===== src/rtl/mydesign_seq_ctrl_if.sv =====
// Command, datapath-control and status bundle between the host
// and the mydesign sequencer.
interface mydesign_seq_ctrl_if #(
  parameter int LEN_W = 4,
  parameter int CNT_W = 6
);
  logic             cmd_valid;
  logic             cmd_ready;
  logic [1:0]       cmd_op;
  logic [LEN_W-1:0] cmd_len;
  logic [1:0]       cmd_cin;
  logic             abort;
  logic             din1;
  logic             up1_dn0;
  logic             sel;
  logic             cin1;
  logic             cin2;
  logic             co1;
  logic             co2;
  logic             busy;
  logic             done;
  logic             aborted;
  logic [CNT_W-1:0] carry_cnt;

  modport master (
    output cmd_valid, cmd_op, cmd_len, cmd_cin,
    output abort, co1, co2,
    input  cmd_ready, din1, up1_dn0, sel,
    input  cin1, cin2, busy, done, aborted,
    input  carry_cnt
  );

  modport slave (
    input  cmd_valid, cmd_op, cmd_len, cmd_cin,
    input  abort, co1, co2,
    output cmd_ready, din1, up1_dn0, sel,
    output cin1, cin2, busy, done, aborted,
    output carry_cnt
  );
endinterface


===== src/rtl/mydesign_seq_ctrl.sv =====
// Command sequencer for the mydesign datapath:
// IDLE -> RUN -> DRAIN -> DONE, with carry-out counting.
module mydesign_seq_ctrl #(
  parameter int LEN_W     = 4,
  parameter int DRAIN_CYC = 2,
  parameter int CNT_W     = 6
) (
  input  logic clk,
  input  logic rst,
  mydesign_seq_ctrl_if.slave bus
);
  localparam int CW = (LEN_W > 4) ? LEN_W : 4;
  localparam logic [CW-1:0] DRAIN_LAST =
    CW'(DRAIN_CYC - 1);

  localparam logic [1:0] S_IDLE  = 2'd0;
  localparam logic [1:0] S_RUN   = 2'd1;
  localparam logic [1:0] S_DRAIN = 2'd2;
  localparam logic [1:0] S_DONE  = 2'd3;

  logic [1:0]       r_state;
  logic [1:0]       w_nxt;
  logic [CW-1:0]    r_cnt;
  logic [CNT_W-1:0] r_carry;
  logic             r_din1;
  logic             r_up;
  logic             r_sel;
  logic             r_cin1;
  logic             r_cin2;
  logic             r_busy;
  logic             r_done;
  logic             r_aborted;
  logic             w_accept;
  logic             w_active;
  logic             w_co;
  logic             w_last;

  assign w_accept = (r_state == S_IDLE) && bus.cmd_valid;
  assign w_active = (r_state == S_RUN) || (r_state == S_DRAIN);
  assign w_co     = bus.co1 | bus.co2;
  assign w_last   = (r_cnt == '0);

  always_comb begin
    w_nxt = r_state;
    unique case (r_state)
      S_IDLE: begin
        if (bus.cmd_valid)
          w_nxt = (bus.cmd_len != '0) ? S_RUN : S_DRAIN;
      end
      S_RUN: begin
        if (bus.abort)
          w_nxt = S_DONE;
        else if (w_last)
          w_nxt = S_DRAIN;
      end
      S_DRAIN: begin
        if (bus.abort || w_last)
          w_nxt = S_DONE;
      end
      S_DONE:  w_nxt = S_IDLE;
      default: w_nxt = S_IDLE;
    endcase
  end

  always_ff @(posedge clk) begin
    if (rst) begin
      r_state   <= S_IDLE;
      r_cnt     <= '0;
      r_carry   <= '0;
      r_din1    <= 1'b0;
      r_up      <= 1'b1;
      r_sel     <= 1'b0;
      r_cin1    <= 1'b0;
      r_cin2    <= 1'b1;
      r_busy    <= 1'b0;
      r_done    <= 1'b0;
      r_aborted <= 1'b0;
    end else begin
      r_state <= w_nxt;
      r_din1  <= (w_nxt == S_RUN);
      r_busy  <= (w_nxt != S_IDLE);
      r_done  <= (w_nxt == S_DONE);
      if (w_accept) begin
        r_up      <= ~bus.cmd_op[0];
        r_sel     <= bus.cmd_op[1];
        r_cin1    <= bus.cmd_cin[0];
        r_cin2    <= bus.cmd_cin[1];
        r_carry   <= '0;
        r_aborted <= 1'b0;
        r_cnt     <= (bus.cmd_len != '0) ?
                     CW'(bus.cmd_len) - CW'(1) :
                     DRAIN_LAST;
      end else if (w_active) begin
        if (w_co && (r_carry != '1))
          r_carry <= r_carry + CNT_W'(1);
        if (bus.abort)
          r_aborted <= 1'b1;
        // r_cnt is reused: run length first, then drain length
        if ((r_state == S_RUN) && w_last)
          r_cnt <= DRAIN_LAST;
        else
          r_cnt <= r_cnt - CW'(1);
      end
    end
  end

  assign bus.cmd_ready = (r_state == S_IDLE) && !rst;
  assign bus.din1      = r_din1;
  assign bus.up1_dn0   = r_up;
  assign bus.sel       = r_sel;
  assign bus.cin1      = r_cin1;
  assign bus.cin2      = r_cin2;
  assign bus.busy      = r_busy;
  assign bus.done      = r_done;
  assign bus.aborted   = r_aborted;
  assign bus.carry_cnt = r_carry;
endmodule

===== src/flat_wrapper.sv =====
// flat-port wrapper written by rule: the top's interface ports become plain ports
module mydesign_seq_ctrl_flat 
#(
  parameter int LEN_W     = 4,
  parameter int DRAIN_CYC = 2,
  parameter int CNT_W     = 6
)
  (clk, rst, bus_cmd_valid, bus_cmd_op, bus_cmd_len, bus_cmd_cin, bus_abort, bus_co1, bus_co2, bus_cmd_ready, bus_din1, bus_up1_dn0, bus_sel, bus_cin1, bus_cin2, bus_busy, bus_done, bus_aborted, bus_carry_cnt);
  mydesign_seq_ctrl_if #(.LEN_W(LEN_W), .CNT_W(CNT_W)) bus_i ();
  input  logic clk;
  input  logic rst;
  input wire logic [$bits(bus_i.cmd_valid)-1:0] bus_cmd_valid;
  input wire logic [$bits(bus_i.cmd_op)-1:0] bus_cmd_op;
  input wire logic [$bits(bus_i.cmd_len)-1:0] bus_cmd_len;
  input wire logic [$bits(bus_i.cmd_cin)-1:0] bus_cmd_cin;
  input wire logic [$bits(bus_i.abort)-1:0] bus_abort;
  input wire logic [$bits(bus_i.co1)-1:0] bus_co1;
  input wire logic [$bits(bus_i.co2)-1:0] bus_co2;
  output wire logic [$bits(bus_i.cmd_ready)-1:0] bus_cmd_ready;
  output wire logic [$bits(bus_i.din1)-1:0] bus_din1;
  output wire logic [$bits(bus_i.up1_dn0)-1:0] bus_up1_dn0;
  output wire logic [$bits(bus_i.sel)-1:0] bus_sel;
  output wire logic [$bits(bus_i.cin1)-1:0] bus_cin1;
  output wire logic [$bits(bus_i.cin2)-1:0] bus_cin2;
  output wire logic [$bits(bus_i.busy)-1:0] bus_busy;
  output wire logic [$bits(bus_i.done)-1:0] bus_done;
  output wire logic [$bits(bus_i.aborted)-1:0] bus_aborted;
  output wire logic [$bits(bus_i.carry_cnt)-1:0] bus_carry_cnt;
  assign bus_i.cmd_valid = bus_cmd_valid;
  assign bus_i.cmd_op = bus_cmd_op;
  assign bus_i.cmd_len = bus_cmd_len;
  assign bus_i.cmd_cin = bus_cmd_cin;
  assign bus_i.abort = bus_abort;
  assign bus_i.co1 = bus_co1;
  assign bus_i.co2 = bus_co2;
  assign bus_cmd_ready = bus_i.cmd_ready;
  assign bus_din1 = bus_i.din1;
  assign bus_up1_dn0 = bus_i.up1_dn0;
  assign bus_sel = bus_i.sel;
  assign bus_cin1 = bus_i.cin1;
  assign bus_cin2 = bus_i.cin2;
  assign bus_busy = bus_i.busy;
  assign bus_done = bus_i.done;
  assign bus_aborted = bus_i.aborted;
  assign bus_carry_cnt = bus_i.carry_cnt;
  mydesign_seq_ctrl #(.LEN_W(LEN_W), .DRAIN_CYC(DRAIN_CYC), .CNT_W(CNT_W)) u_core (.clk(clk), .rst(rst), .bus(bus_i));
endmodule

===== config.mk =====
export PLATFORM = sky130hd
export DESIGN_NAME = mydesign_seq_ctrl_flat
export DESIGN_NICKNAME = d
export VERILOG_FILES = /design/src/rtl/mydesign_seq_ctrl_if.sv /design/src/rtl/mydesign_seq_ctrl.sv /design/src/flat_wrapper.sv
export SDC_FILE = /design/constraint.sdc
export NUM_CORES = 1
export LEC_CHECK = 0
export ABC_AREA = 1
export CAP_MARGIN = 40
export CORE_ASPECT_RATIO = 0.7
export CORE_MARGIN = 2
export CORE_UTILIZATION = 42
export DETAILED_ROUTE_END_ITERATION = 10
export GPL_ROUTABILITY_DRIVEN = 0
export HOLD_SLACK_MARGIN = 0.08
export PLACE_DENSITY = 0.72
export SLEW_MARGIN = 15
export SYNTH_ARGS = -nofsm -noshare
export SYNTH_HDL_FRONTEND = slang
export SYNTH_SLANG_ARGS = --single-unit

===== constraint.sdc =====
create_clock -name clk -period 1.4 [get_ports clk]
set_input_delay 0.42 -clock clk [delete_from_list [all_inputs] [get_ports clk]]
set_output_delay 0.42 -clock clk [all_outputs]
set_load 0.05 [all_outputs]

## Yosys cells after proc, flatten, opt, wreduce, memory -nomap -nowiden

Cells that the tools add are included.

| word-level totals | value |
|---|---|
| output and inout bits | 15 |
| input port bits | 14 |
| word-level logic and storage cells | 47 |
| memories | 0 |
| flip-flop bits (word level) | 20 |
| ROM bits | 0 |
| latch bits | 0 |
| memory bits (writable) | 0 |

| cells by class | value |
|---|---|
| shift-type cells | 0 |
| div/mod/pow operators | 0 |
| eq/ne operators | 6 |
| bitwise gates (word level) | 2 |
| order comparisons | 0 |
| multipliers | 0 |
| add/sub/neg operators | 3 |
| reductions and logical operators | 15 |
| mux-type cells | 10 |

Operators by type and width:

| operator | number |
|---|---|
| 2-to-1 mux 4 bit | 4 |
| 2-to-1 mux 2 bit | 5 |
| one-hot mux 2 bit (4 select lines) | 1 |
| subtractor 4 x 1 -> 4 bit (second input constant) | 2 |
| adder 6 x 1 -> 6 bit (second input constant) | 1 |
| equality test 2 bit (second input constant) | 3 |
| inequality test 6 bit (second input constant) | 1 |
| equality test 2 x 1 -> 1 bit (second input constant) | 2 |
| logical AND 1 bit | 4 |
| zero test 4 bit | 1 |
| AND reduction 2 bit | 2 |
| nonzero test 2 bit | 2 |
| nonzero test 4 bit | 1 |
| zero test 2 bit | 1 |
| logical OR 1 bit | 2 |
| OR reduction 2 bit | 1 |
| zero test 1 bit | 1 |
| inverter 1 bit | 1 |
| bitwise OR 1 bit | 1 |

## Logic depth before layout (Yosys ltp)

| depth | value |
|---|---|
| depth in word-level cells | 5 |
| depth in mapped cells | 11 |
| mapped depth without buffers | 11 |

## Worst setup path before layout

Ideal clock, no wire load.

| timing | value |
|---|---|
| path type | register to output |
| start point | register u_core.r_state[0] |
| end point | output port bus_cmd_ready |
| setup slack | -0.283 ns |
| data required time | 0.980 ns |
| stages on the path, launching flop included | 5 |
| arrival | 1.263 ns |
| path buffers | 0 |
| cells stage by stage | dfxtp_1 inv_1 ha_1 inv_1 nor2_1 |

| on the way | value |
|---|---|
| word-level cells in the longest chain between the ends | 2 |

RTL lines:

| item | RTL line | RTL |
|---|---|---|
| start, declared | mydesign_seq_ctrl.sv:21 | `logic [1:0] r_state;` |
| start signal, assigned | mydesign_seq_ctrl.sv:79 | `r_state <= w_nxt;` |
| zero test 2 bit | mydesign_seq_ctrl.sv:107 | `assign bus.cmd_ready = (r_state == S_IDLE) && !rst;` |
| logical AND 1 bit | mydesign_seq_ctrl.sv:107 |  |
| end, declared | flat_wrapper.sv:19 | `output wire logic [$bits(bus_i.cmd_ready)-1:0] bus_cmd_ready;` |

No other way between the ends.

## Worst setup path in the final report

| timing | value |
|---|---|
| start point | register u_core.r_state[1] |
| end point | output port bus_cmd_ready |

Same word-level chain as after synthesis.

==> results.ini <==
[cts]
cts.clk_slew.worst_paths_ns = 0.11
insertion_delay_ns = 0.31
htreeDepth = 1
cts_sinks = 20
cts_buffers = 3
holdBufCountCts = 0
clockBufferDepth = 2
tritoncts = yes
cts_root_buf = clkbuf_4

[global_routing]
met3_usage = 0.0594
grt_pass1_wl_um = 4660
grt-ovfl-total = 0
met1_usage = 0.243
grt_pass1_vias = 1091
grt_max_degree = 12
antenna_found_initial = 0
grtUsageTotal = 0.212
grt_util_met2 = 0.394
busiest_layer = met2

[setup_path]
cp-start-kind = register
path_class = reg2out
cp.required_ns = 0.98
crit_path_top_delay_cell = dfxtp_2
crit_chain = inv_2 > ha_4 > inv_2 > nor2_4 > buf_12
cpMostUsedCell = inv_2
slowest_delay_ns = 0.34
end_kind = output pin
cp.arrival_ns = 1.11
critPathMaxFanout = 2

[final_layout]
finalNonFillerCells = 234
syn2layout_area_growth_pct = 79.4
nNetsFinal = 223
fill_cells = 138
final_util = 0.825
drive_gt1_frac = 0.421
num_antenna_cells = 0

[placed_design]
dp_slack_ns = -0.262
portBuffers = 28
dpl.hpwl_um = 2280
placed_cells = 224

[min_path]
hp-class = reg2reg

[floorplanning]
boundaryPins = 29
row_count = 14
fp.dieW_um = 63.2
fp.dieH_um = 45.5
start_util = 0.460
die-area_um2 = 2870
fp.coreArea_um2 = 2240

[route]
vias = 1224
drtIter0Drc = 66
drt_pre_antenna_iters = 4
ant_nets = 0
vias_per_cell = 5.23
drt_wl_total_um = 3360
wire_per_inst_um = 14.3
drc = 0

[run]
drv_cap = 0

[logic_synthesis]
syn-num-nets = 164
synth_warnings = 0
ys_ff_latch = 20
ys_types = 21
ys_seq_area_frac = 0.388
postSynthCellCount = 144
syn_area_per_cell_um2 = 7.16
netlist_area_um2 = 1030

[status]
status = finished, violations left
violations = setup timing

[sta]
hold_violations = 0
finalSetupTns_ns = -0.197
setup_ws_ns = -0.131
relSlewSlack = 0.814
max_freq_ghz = 0.653
drv_slew = 0
period_needed_ns = 1.53
rsz0062_at_grt = yes
hold_slack_ns = 0.537
worst_pin_slew_ns = 0.278
setup_viol = 2
fin_skew_ns = 0.00852
period_share = 1.09

[pwr]
ir_worst_vdd_mv = 1.28
powerDensity_nw_per_um2 = 1940
cellLeakagePower_nw = 0.807

## cells in the mapped netlist
cell / instances / area share
nand3_2: 1 / 0.0097
nor3_2: 1 / 0.0097
xor2_1: 3 / 0.025
nand2_1: 36 / 0.13
inv_1: 14 / 0.051
o21ai_4: 1 / 0.016
o21bai_1: 1 / 0.0073
dfxtp_1: 20 / 0.39
ha_1: 6 / 0.073
a21oi_1: 8 / 0.039
o21ai_0: 5 / 0.024
nor2_2: 1 / 0.0061
nand3_1: 8 / 0.039
a31oi_1: 3 / 0.018
a21oi_2: 1 / 0.0085
inv_2: 4 / 0.015
o211ai_1: 4 / 0.029
o21ai_1: 4 / 0.019
xnor2_1: 1 / 0.0085
nor2_1: 21 / 0.076
inv_4: 1 / 0.0061
## metrics by stage
step           instance area (um^2)  power (mW)
2_1_floorplan                  1060        2.03
3_3_place_gp                   1680        2.84
3_5_place_dp                   1680        2.92
4_1_cts                        1730        3.30
5_1_grt                        1850        3.82
6_report                       1850        3.59
## registers in the layout, indices dropped and copies added, names as in the netlist
name                  flops
u_core.bus.carry_cnt      6
u_core.bus.din1           1
u_core.bus.cin2           1
u_core.bus.sel            1
u_core.r_cnt              4
u_core.bus.busy           1
u_core.r_state            2
u_core.bus.up1_dn0        1
u_core.bus.aborted        1
u_core.bus.done           1
u_core.bus.cin1           1
## cell type report
cell class              count  area (um^2)  share of cell area
clock buffers               4         26.3              0.0142
inverters                  19         76.3              0.0413
multi-input cells         105          654               0.354
flip-flops and latches     20          418               0.226
well taps                  32         40.0              0.0217
repair buffers             54          634               0.343
## logic make-up after synthesis
family | after synthesis | synth area share
AND/OR/NAND/NOR | 68 | 0.272
AO/OA/AOI/OAI | 27 | 0.161
flip-flops | 20 | 0.388
buffers and inverters | 19 | 0.0716
adder cells (fa/ha/maj) | 6 | 0.0728
XOR/XNOR | 4 | 0.0340
## per-layer routing
layer  up-vias  routed length [um]
li1        584                   -
met1       541                1260
met2        75                1670
met3        24                 259
met4         0                 165
met5         -                   0
## what timing repair did
item / in CTS / in global routing
cloned: 0 / 0
setup buffers: 2 / 5
endpoints found under the setup margin: 7 / 15
pin swaps: 2 / 12
gates resized for setup: 8 / 24
## where the power goes
group          switching, mW  total, mW  internal (mW)
Clock                  0.173      0.284          0.111
Combinational           1.29       2.41           1.12
Sequential             0.146      0.897          0.751
Total                   1.61       3.59           1.98
## worst max-delay path, delay by kind of cell, from the launching register on
| kind | cells | cell delay [ns] |
|---|---|---|
| fa+ha+maj | 1 | 0.13 |
| buf+inv | 3 | 0.25 |
| flops | 1 | 0.34 |
| simple gates | 1 | 0.09 |
## final timing paths
path | start | cells after the start | endpoint | slack [ns]
setup / recovery | u_core.r_state[1]$_SDFF_PP0_ | 5 | bus_cmd_ready | -0.13
hold / removal | u_core.bus.cin1$_SDFFE_PP0P_ | 2 | u_core.bus.cin1$_SDFFE_PP0P_ | 0.54
setup reg to reg | u_core.r_state[0]$_SDFF_PP0_ | 9 | u_core.bus.carry_cnt[4]$_SDFFE_PP0P_ | -0.07
hold reg to reg | u_core.bus.cin1$_SDFFE_PP0P_ | 2 | u_core.bus.cin1$_SDFFE_PP0P_ | 0.54
## layout by cell type (no fill, tap or decap), types with 2 or more instances in the layout
master           count
xor2_1               3
nand2_2              5
nor2_2               4
buf_4               24
ha_4                 4
inv_4                2
o211ai_1             4
nor2_1              16
inv_2                7
a31oi_1              3
o21ai_0              5
nand3_2              3
buf_6                2
o21ai_1              4
nor2_4               2
clkbuf_4             3
dfxtp_4              2
dfxtp_2              8
nand3_1              6
inv_1               10
nand2_1             31
a21oi_1              8
dfxtp_1             10
clkdlybuf4s50_1     11
buf_12              15
(Power assumes the default switching activity.)
